### config.mk
export PLATFORM = sky130hd
export DESIGN_NAME = nibble_shift_reader_flat
export DESIGN_NICKNAME = d
export VERILOG_FILES = /design/src/rtl/nibble_shift_reader_if.sv /design/src/rtl/nibble_shift_reader.sv /design/src/flat_wrapper.sv
export SDC_FILE = /design/constraint.sdc
export NUM_CORES = 1
export LEC_CHECK = 0
export ABC_AREA = 1
export CAP_MARGIN = 10
export CORE_MARGIN = 3
export CORE_UTILIZATION = 41
export DETAILED_ROUTE_END_ITERATION = 10
export HOLD_SLACK_MARGIN = 0.03
export MAX_ROUTING_LAYER = met4
export PLACE_DENSITY_LB_ADDON = 0.25
export SLEW_MARGIN = 40
export SYNTH_ARGS = -nofsm -noshare
export SYNTH_HDL_FRONTEND = slang
export SYNTH_SLANG_ARGS = --single-unit
export TNS_END_PERCENT = 50
### constraint.sdc
create_clock -name clk -period 1.2 [get_ports clk]
set_input_delay 0.24 -clock clk [delete_from_list [all_inputs] [get_ports clk]]
set_output_delay 0.24 -clock clk [all_outputs]
set_load 0.03 [all_outputs]
### src/rtl/nibble_shift_reader_if.sv
// Load/unload handshake bundle for nibble_shift_reader.
// master: word producer plus nibble consumer; slave: the reader itself.
interface nibble_shift_reader_if #(
  parameter int unsigned WIDTH = 4,
  parameter int unsigned DEPTH = 2
);
  logic                   load_valid;
  logic                   load_ready;
  logic [WIDTH*DEPTH-1:0] load_data;
  logic                   out_valid;
  logic                   out_ready;
  logic [WIDTH-1:0]       out_data;
  logic                   out_last;

  modport master (
    output load_valid,
    output load_data,
    output out_ready,
    input  load_ready,
    input  out_valid,
    input  out_data,
    input  out_last
  );

  modport slave (
    input  load_valid,
    input  load_data,
    input  out_ready,
    output load_ready,
    output out_valid,
    output out_data,
    output out_last
  );
endinterface

### src/rtl/nibble_shift_reader.sv
// Parallel-in / serial-out unloader: one DEPTH-nibble word per load, emitted lowest slice first.
// Optional even-parity output out_parity when NIBBLE_PARITY_EN is defined.
module nibble_shift_reader #(
  parameter int unsigned WIDTH = 4,
  parameter int unsigned DEPTH = 2
) (
  input  logic                   clk,
  input  logic                   rst,
  nibble_shift_reader_if.slave   bus,
`ifdef NIBBLE_PARITY_EN
  output logic                   out_parity,
`endif
  output logic                   busy
);

  localparam int unsigned IdxW = (DEPTH > 1) ? $clog2(DEPTH) : 1;
  localparam logic [IdxW-1:0] LastIdx = IdxW'(DEPTH - 1);

  localparam logic [0:0] StIdle  = 1'b0;
  localparam logic [0:0] StShift = 1'b1;

  logic [0:0]             state_q, state_d;
  logic [WIDTH*DEPTH-1:0] shreg_q, shreg_d;
  logic [IdxW-1:0]        index_q, index_d;

  logic             at_last;
  logic             out_hs;
  logic             load_acc;
  logic [WIDTH-1:0] slice;

  always_comb begin
    slice = '0;
    for (int k = 0; k < DEPTH; k++) begin
      if (index_q == IdxW'(k)) begin
        slice = shreg_q[k*WIDTH +: WIDTH];
      end
    end
  end

  assign busy          = (state_q == StShift);
  assign at_last       = (index_q == LastIdx);
  assign bus.out_valid = busy;
  assign bus.out_data  = busy ? slice : '0;
  assign bus.out_last  = busy & at_last;
  assign out_hs        = bus.out_valid & bus.out_ready;
  // Accepting on the last handshake gives zero-bubble back-to-back words.
  assign bus.load_ready = ~rst & ((state_q == StIdle) | (out_hs & at_last));
  assign load_acc      = bus.load_valid & bus.load_ready;

`ifdef NIBBLE_PARITY_EN
  assign out_parity = ^bus.out_data;
`endif

  always_comb begin
    state_d = state_q;
    shreg_d = shreg_q;
    index_d = index_q;
    if (load_acc) begin
      state_d = StShift;
      shreg_d = bus.load_data;
      index_d = '0;
    end else if (out_hs) begin
      if (at_last) begin
        state_d = StIdle;
        index_d = '0;
      end else begin
        index_d = index_q + 1'b1;
      end
    end
  end

  always_ff @(posedge clk) begin
    if (rst) begin
      state_q <= StIdle;
      shreg_q <= '0;
      index_q <= '0;
    end else begin
      state_q <= state_d;
      shreg_q <= shreg_d;
      index_q <= index_d;
    end
  end

endmodule

### src/flat_wrapper.sv
// flat-port wrapper written by rule: the top's interface ports become plain ports
module nibble_shift_reader_flat 
#(
  parameter int unsigned WIDTH = 4,
  parameter int unsigned DEPTH = 2
)
  (clk, rst, busy, bus_load_valid, bus_load_data, bus_out_ready, bus_load_ready, bus_out_valid, bus_out_data, bus_out_last);
  nibble_shift_reader_if #(.WIDTH(WIDTH), .DEPTH(DEPTH)) bus_i ();
  input  logic clk;
  input  logic rst;
  output logic busy;
  input wire logic [$bits(bus_i.load_valid)-1:0] bus_load_valid;
  input wire logic [$bits(bus_i.load_data)-1:0] bus_load_data;
  input wire logic [$bits(bus_i.out_ready)-1:0] bus_out_ready;
  output wire logic [$bits(bus_i.load_ready)-1:0] bus_load_ready;
  output wire logic [$bits(bus_i.out_valid)-1:0] bus_out_valid;
  output wire logic [$bits(bus_i.out_data)-1:0] bus_out_data;
  output wire logic [$bits(bus_i.out_last)-1:0] bus_out_last;
  assign bus_i.load_valid = bus_load_valid;
  assign bus_i.load_data = bus_load_data;
  assign bus_i.out_ready = bus_out_ready;
  assign bus_load_ready = bus_i.load_ready;
  assign bus_out_valid = bus_i.out_valid;
  assign bus_out_data = bus_i.out_data;
  assign bus_out_last = bus_i.out_last;
  nibble_shift_reader #(.WIDTH(WIDTH), .DEPTH(DEPTH)) u_core (.clk(clk), .rst(rst), .bus(bus_i), .busy(busy));
endmodule
* Word-level counts from Yosys, hierarchy flattened *
Cells that the tools add are included.

operators by class
  bitwise operators = 8
  mux-type cells = 6
  add/subtract/negate cells = 1
  reductions and logical operators = 4

operators with widths
  operator                             number
  4-bit 2-to-1 mux                     2
  1-bit bitwise AND                    5
  1-bit 2-to-1 mux                     4
  2-bit nonzero test                   2
  1-bit NOT                            2
  2-bit AND reduction                  1
  2-bit OR reduction                   1
  1-bit adder (second input constant)  1
  1-bit OR                             1

storage, ports and cells
  output and inout bits = 8
  input bits = 12
  bits in registers = 10
  word-level logic and storage cells = 22

* Longest topological paths before layout *
Gate-level depths: netlist of run 1.

  word-level depth = 7
  depth in mapped cells = 6
  depth with buffers taken out = 5

* Least setup slack after synthesis of run 1 *
No wires, ideal clock.

  path kind = register to output
  start = reg u_core.state_q, in the netlist u_core.bus.out_valid
  end = out bus_load_ready
  buffers on the path = 1
  cell stages (with the launch flop) = 4
  data required time = 0.960 ns
  path slack = -0.322 ns
  arrival = 1.282 ns
  path through = dfxtp_1 > buf_6 > nand3_4 > a21oi_1

between the ends
  longest elaborated chain between the ends = 4
  elaborated cells between the ends (all ways) = 5
  classes of those cells = bitwise: 5

RTL lines
  what                    line                       source
  start, declared         nibble_shift_reader.sv:22  logic [0:0] state_q, state_d;
  start signal, assigned  nibble_shift_reader.sv:74  state_q <= StIdle;
  start signal, assigned  nibble_shift_reader.sv:78  state_q <= state_d;
  1-bit bitwise AND       nibble_shift_reader.sv:45  assign out_hs = bus.out_valid & bus.out_ready;
  1-bit bitwise AND       nibble_shift_reader.sv:47  assign bus.load_ready = ~rst & ((state_q == StIdle) | (out_hs & at_last));
  1-bit OR (*)            nibble_shift_reader.sv:47
  1-bit bitwise AND (*)   nibble_shift_reader.sv:47
  end, declared           flat_wrapper.sv:15         output wire logic [$bits(bus_i.load_ready)-1:0] bus_load_ready;

Mark *: on every way between the ends. The rest lies on a longest branch, timed or not.

* Worst setup path after layout of run 1 *
  start = reg u_core.index_q, in the netlist u_core.at_last
  end = out bus_load_ready

between the ends
  longest elaborated chain between the ends = 3

RTL lines
  what                    line                       source
  start, declared         nibble_shift_reader.sv:24  logic [IdxW-1:0] index_q, index_d;
  start signal, assigned  nibble_shift_reader.sv:80  index_q <= index_d;
  1-bit bitwise AND       nibble_shift_reader.sv:47
  1-bit OR                nibble_shift_reader.sv:47
  1-bit bitwise AND       nibble_shift_reader.sv:47

Every way passes these cells.

==> out/qor.csv, run 1 <==
metric,value,unit
CTS sink count,10,
Worst VDD drop,774,uV
root buf cell,clkbuf_4,
Max-Cap Viols,0,
Yosys cell types,14,
synth warn,0,
final instance area,916,um^2
"delay-heaviest family, CP",flip-flops,
Min-Delay Path Class,flop to flop,
"Clk Latency, worst-skew pair",0.27,ns
area of the die,1780,um^2
status,"finished, violations left",
Port Buffer Count,19,
Lkg Pwr,0.000428,uW
Syn Area/Cell,6.95,um^2
Post-Place Cells,113,
Die Y,42.1,um
Die W,42.1,um
CTS Buffer Depth,2,
Clock Skews,0.0106,ns
CTS tree,done,
global-route wire length before repair,2230,um
failing checks,setup timing,
Yosys reg bits,10,
CP endpoint kind,primary output,
Max Clk Rate,0.737,GHz
iteration-0 DRC count of the detailed router,12,
Avg WL per Cell,10.5,um
Synth Cell Area,536,um^2
syn nets,89,
layout cell share with drive strength beyond 1,34.9,%
RSZ-0062 raised after global routing,yes,
Routed WL,1300,um
post-synthesis sequential area ratio,37.4,%
Layout Nets,122,
Critical Path RT,0.96,ns
total number of vias,579,
Least-Margin Pin Slew,0.222,ns
CP max FO,9,
Via-to-Cell Ratio,4.71,
gr ovfl total,0,
n_diodes,0,
power per cell area,1020,nW/um^2
final worst slack,-0.157,ns
Final Critical Period,1.36,ns
"Buf+Inv Stages, Crit Path",2,
Placed Instance Area,793,um^2
Placer Congestion,0.785,
# IOs,20,
type of origin of the critical path,flop,
fillcell total,87,
drt first pass iters,2,
number of global-route vias before repair,508,
largest net degree at the start of global routing,11,
post-DP HPWL,880,um
max incr delay on CP,0.35,ns
Rows,12,
endpoints failing hold,0,
CTS buffer count,3,
Core ar.,1170,um^2
clock-pin slew on the worst setup and hold paths,0.08,ns
CP max-delay cell,dfxtp_2,
worst relative slew slack,85.1,%
Starting Density,45.7,%
Hold Buf Count CTS,0,
cells along the critical path,buf_12 -> nand3_4 -> a21oi_4 -> buf_6,
Layout Cells excl Fill,123,
max-slew violations,0,
final setup vio count,6,
cells after synthesis,77,
initial antenna violation count,0,
Final Cycle Share,113,%
H-tree depth,1,
area grow syn2layout,71.0,%
ANT nets after route,0,
Total GRT Usage,16.8,%
crit path DAT,1.12,ns
kind of critical path,flop to primary output,
DRC,0,
-- Yosys cell counts --
cell type   n  share of area [%]
buf_6       1                2.1
a21oi_1     7                6.5
o21ai_0     4                3.7
nand3_4     2                6.5
inv_1      11                7.7
dfxtp_1    10                 37
nand4_1     8                9.3
clkinv_2    1               0.93
clkbuf_1    1               0.70
buf_4       1                1.4
nand2_4     1                2.1
nand2_1    19                 13
buf_2       2                1.9
nor2_1      9                6.3
-- flip-flops by register name (all words and copies together) (netlist names) --
signal	cells
u_core.at_last	1
u_core.shreg_q	8
u_core.bus.out_valid	1
-- metrics by stage --
step	total power, uW	hold slack [ns]	TNS [ns]	setup WS (ns)	util, %
2_1_floorplan	502	0.395	0	0.00475	-
3_3_place_gp	593	0.498	-2.01	-0.204	67.7
3_5_place_dp	596	0.502	-2.05	-0.214	67.7
4_1_cts	934	0.519	-0.805	-0.166	77.6
5_1_grt	978	0.541	-1.26	-0.209	78.2
6_report	933	0.520	-0.736	-0.157	78.2
-- metal layers --
layer | vias up | wire length [um] | track usage [%]
li1 | 312 | - | -
met1 | 247 | 568 | 20.5
met2 | 18 | 639 | 25.9
met3 | 2 | 78 | 5.58
met4 | 0 | 8 | 5.59
met5 | - | 0 | -
-- cell type report --
cell class / count / area [um^2] / share of cell area, %
Timing Repair Buffer: 33 / 324 / 35.4
Multi-Input combinational cell: 50 / 287 / 31.3
Sequential cell: 10 / 205 / 22.4
Inverter: 12 / 46.3 / 5.05
Clock buffer: 4 / 36.3 / 3.96
Tap cell: 14 / 17.5 / 1.91
-- worst min-delay path: stages (launching register included) --
cell and delay (ns):
dfxtp_1 0.31, inv_1 0.05, nor2_1 0.03, nand2_1 0.05
nand2_1 0.04
-- path summary, 6_finish.rpt --
path	from	slack (ns)	depth (start not counted)	to
setup / recovery	u_core.at_last$_SDFFE_PP0N_	-0.16	4	bus_load_ready
hold / removal	u_core.shreg_q[2]$_SDFFE_PP0P_	0.52	4	u_core.shreg_q[2]$_SDFFE_PP0P_
setup reg to reg	u_core.at_last$_SDFFE_PP0N_	0.05	7	u_core.shreg_q[5]$_SDFFE_PP0P_
hold reg to reg	u_core.shreg_q[2]$_SDFFE_PP0P_	0.52	4	u_core.shreg_q[2]$_SDFFE_PP0P_
-- logic make-up after synthesis --
kind of cell / synth area share [%]
AO/OA/AOI/OAI: 10.3
AND/OR/NAND/NOR: 37.6
flip-flops: 37.4
buffers and inverters: 14.7
-- cells in the final DEF (no fill, tap or decap), types with 2 or more instances in the layout --
cell type,instances
a21oi_1,2
a21oi_2,4
buf_4,11
buf_6,10
clkbuf_4,3
clkdlybuf4s50_1,10
dfxtp_1,8
inv_1,11
nand2_1,19
nand3_4,2
nand4_1,8
nor2_1,9
o21ai_1,3
-- report_power, final --
group          switching, uW  total (uW)  internal, uW
Clock                    125         309           184
Combinational            124         252           128
Sequential              16.4         372           355
-- what timing repair did --
action | in CTS | in global routing
pin swaps | 1 | 0
endpoints found under the setup margin | 6 | 15
gates resized for setup | 15 | 2
setup buffers | 6 | 0
Note: power is estimated with default switching activity, not from simulation.
==> inputs of run 2 (changes only) <==
Settings changed: SETUP_SLACK_MARGIN from default to 0.4.
==> out/qor.csv, run 2 (same netlist as run 1, synthesis figures left out) <==
metric,value,unit,change
R2R depth,7,,unchanged
Placer Congestion,0.752,,-4.2%
ANT nets after route,0,,unchanged
CP max-delay cell,dfxtp_4,,
status,"finished, violations left",,
Starting Density,45.7,%,unchanged
CTS tree,done,,
Via-to-Cell Ratio,5.36,,+14%
number of global-route vias before repair,675,,+33%
n_diodes,0,,unchanged
root buf cell,clkbuf_4,,
Hold Buf Count CTS,0,,unchanged
Critical Path RT,0.96,ns,about the same
cells along the critical path,buf_8 -> o21ai_4 -> a21oi_4 -> buf_6,,
Post-Place Cells,114,,+0.88%
Final Cycle Share,116,%,+3.0 points
Worst VDD drop,700,uV,-9.6%
Largest Register,u_core.shreg_q,,
Lkg Pwr,0.000464,uW,+8.5%
area grow syn2layout,99.5,%,
drt first pass iters,4,,+2
final worst slack,-0.193,ns,-0.0362 ns
fillcell total,46,,-47%
total number of vias,681,,+18%
area of the die,1780,um^2,unchanged
layout cell share with drive strength beyond 1,43.4,%,+8.5 points
"commonest non-fill, non-tap cell in the layout",nand2_1,,
crit path DAT,1.15,ns,+0.03 ns
CP max FO,4,,-5
Die Y,42.1,um,unchanged
"Clk Latency, worst-skew pair",0.27,ns,about the same
Clock Skews,0.0109,ns,+0.000274 ns
CTS sink count,10,,unchanged
Final Critical Period,1.39,ns,+0.0362 ns
Rows,12,,unchanged
area of the multi-input gates,395,um^2,+38%
CTS Buffer Depth,2,,unchanged
Max-Cap Viols,0,,unchanged
Core ar.,1170,um^2,unchanged
Least-Margin Pin Slew,0.309,ns,+0.0869 ns
type of origin of the critical path,flop,,
failing checks,setup timing,,
Layout Cells excl Fill,127,,+3.3%
CP startpoint,u_core.at_last$_SDFFE_PP0N_,,
CP endpoint kind,primary output,,
max incr delay on CP,0.40,ns,+0.05 ns
hold slack,0.528,ns,+0.00799 ns
Total GRT Usage,23.9,%,+7.2 points
initial antenna violation count,0,,unchanged
final setup vio count,10,,+4
Avg WL per Cell,15.6,um,+49%
most frequent cells in the layout,"nand2_1 (16), buf_6 (14), inv_1 (10), nor2_1 (9), clkdlybuf4s50_1 (9)",,
Hold Path Cell Cnt,3,,-1
largest net degree at the start of global routing,12,,+1
Sequential Area,208,um^2,+1.2%
kind of critical path,flop to primary output,,
Max Clk Rate,0.718,GHz,-2.6%
Layout Nets,126,,+3.3%
final instance area,1070,um^2,+17%
max-slew violations,0,,unchanged
total power,959,uW,+2.8%
clock-pin slew on the worst setup and hold paths,0.07,ns,about the same
gr ovfl total,0,,unchanged
power per cell area,897,nW/um^2,-12%
R2R Path Start,u_core.bus.out_valid$_SDFFE_PP0P_,,
CTS buffer count,3,,unchanged
Routed WL,1990,um,+53%
Port Buffer Count,19,,unchanged
Placed Instance Area,835,um^2,+5.2%
# IOs,20,,unchanged
global-route wire length before repair,3150,um,+41%
endpoints failing hold,0,,unchanged
Min-Delay Path Class,input pin to flop,,
DRC,0,,unchanged
iteration-0 DRC count of the detailed router,10,,-2
flip-flop count of the largest register after layout,8,,unchanged
Die W,42.1,um,unchanged
RSZ-0062 raised after global routing,yes,,
hold_sp,bus_load_data[7],,
"Core Util, Final",91.2,%,+13 points
worst relative slew slack,79.3,%,-5.8 points
post-DP HPWL,922,um,+4.7%
H-tree depth,1,,unchanged
==> run 2: worst paths after layout <==
check | to | slack (ns)
max | bus_out_data[2] | -0.19
min | u_core.shreg_q[7]$_SDFFE_PP0P_ | 0.53
max reg2reg | u_core.shreg_q[5]$_SDFFE_PP0P_ | -0.01
min reg2reg | u_core.shreg_q[2]$_SDFFE_PP0P_ | 0.59
==> run 2: area by class of cell <==
class / count / share of cell area [%]
well taps: 14 / 1.64
flip-flops and latches: 10 / 19.4
inverters: 12 / 4.33
repair buffers: 36 / 35.1
clock buffers: 4 / 2.46
multi-input cells: 51 / 37.0
==> run 2: critical path, delay by kind of cell (launching register included) <==
kind	cells	cell delay, ns
DFF	1	0.40
buffers and inverters	2	0.29
AOI/OAI and AO/OA	2	0.19
==> run 2: stage by stage <==
step           worst slack [ns]  setup TNS, ns
2_1_floorplan            0.0670              0
3_3_place_gp             -0.203          -1.63
3_5_place_dp             -0.218          -1.80
4_1_cts                  -0.155         -0.940
5_1_grt                  -0.229          -1.68
6_report                 -0.193          -1.15
==> run 2: what timing repair did <==
action | 4_1_cts | 5_1_grt
buffers inserted | 7 | 1
cloned | 1 | 0
pin swaps | 8 | 10
resized for setup | 31 | 3
endpoints found under the setup margin | 18 | 18
==> run 2: layer usage <==
layer / GRT usage, % / wire length (um) / vias to the layer above
met2: 42.9 / 1030 / 34
met3: 3.43 / 103 / 9
met4: 8.07 / 88 / 0
met5: - / 0 / -
met1: 27.0 / 759 / 316
li1: - / - / 322
==> run 2: where the power goes <==
part / switching [uW] / internal [uW] / leakage [uW]
Combinational: 170 / 162 / 0.000365
Clock: 120 / 129 / 0.0000150
Sequential: 24.3 / 354 / 0.0000837
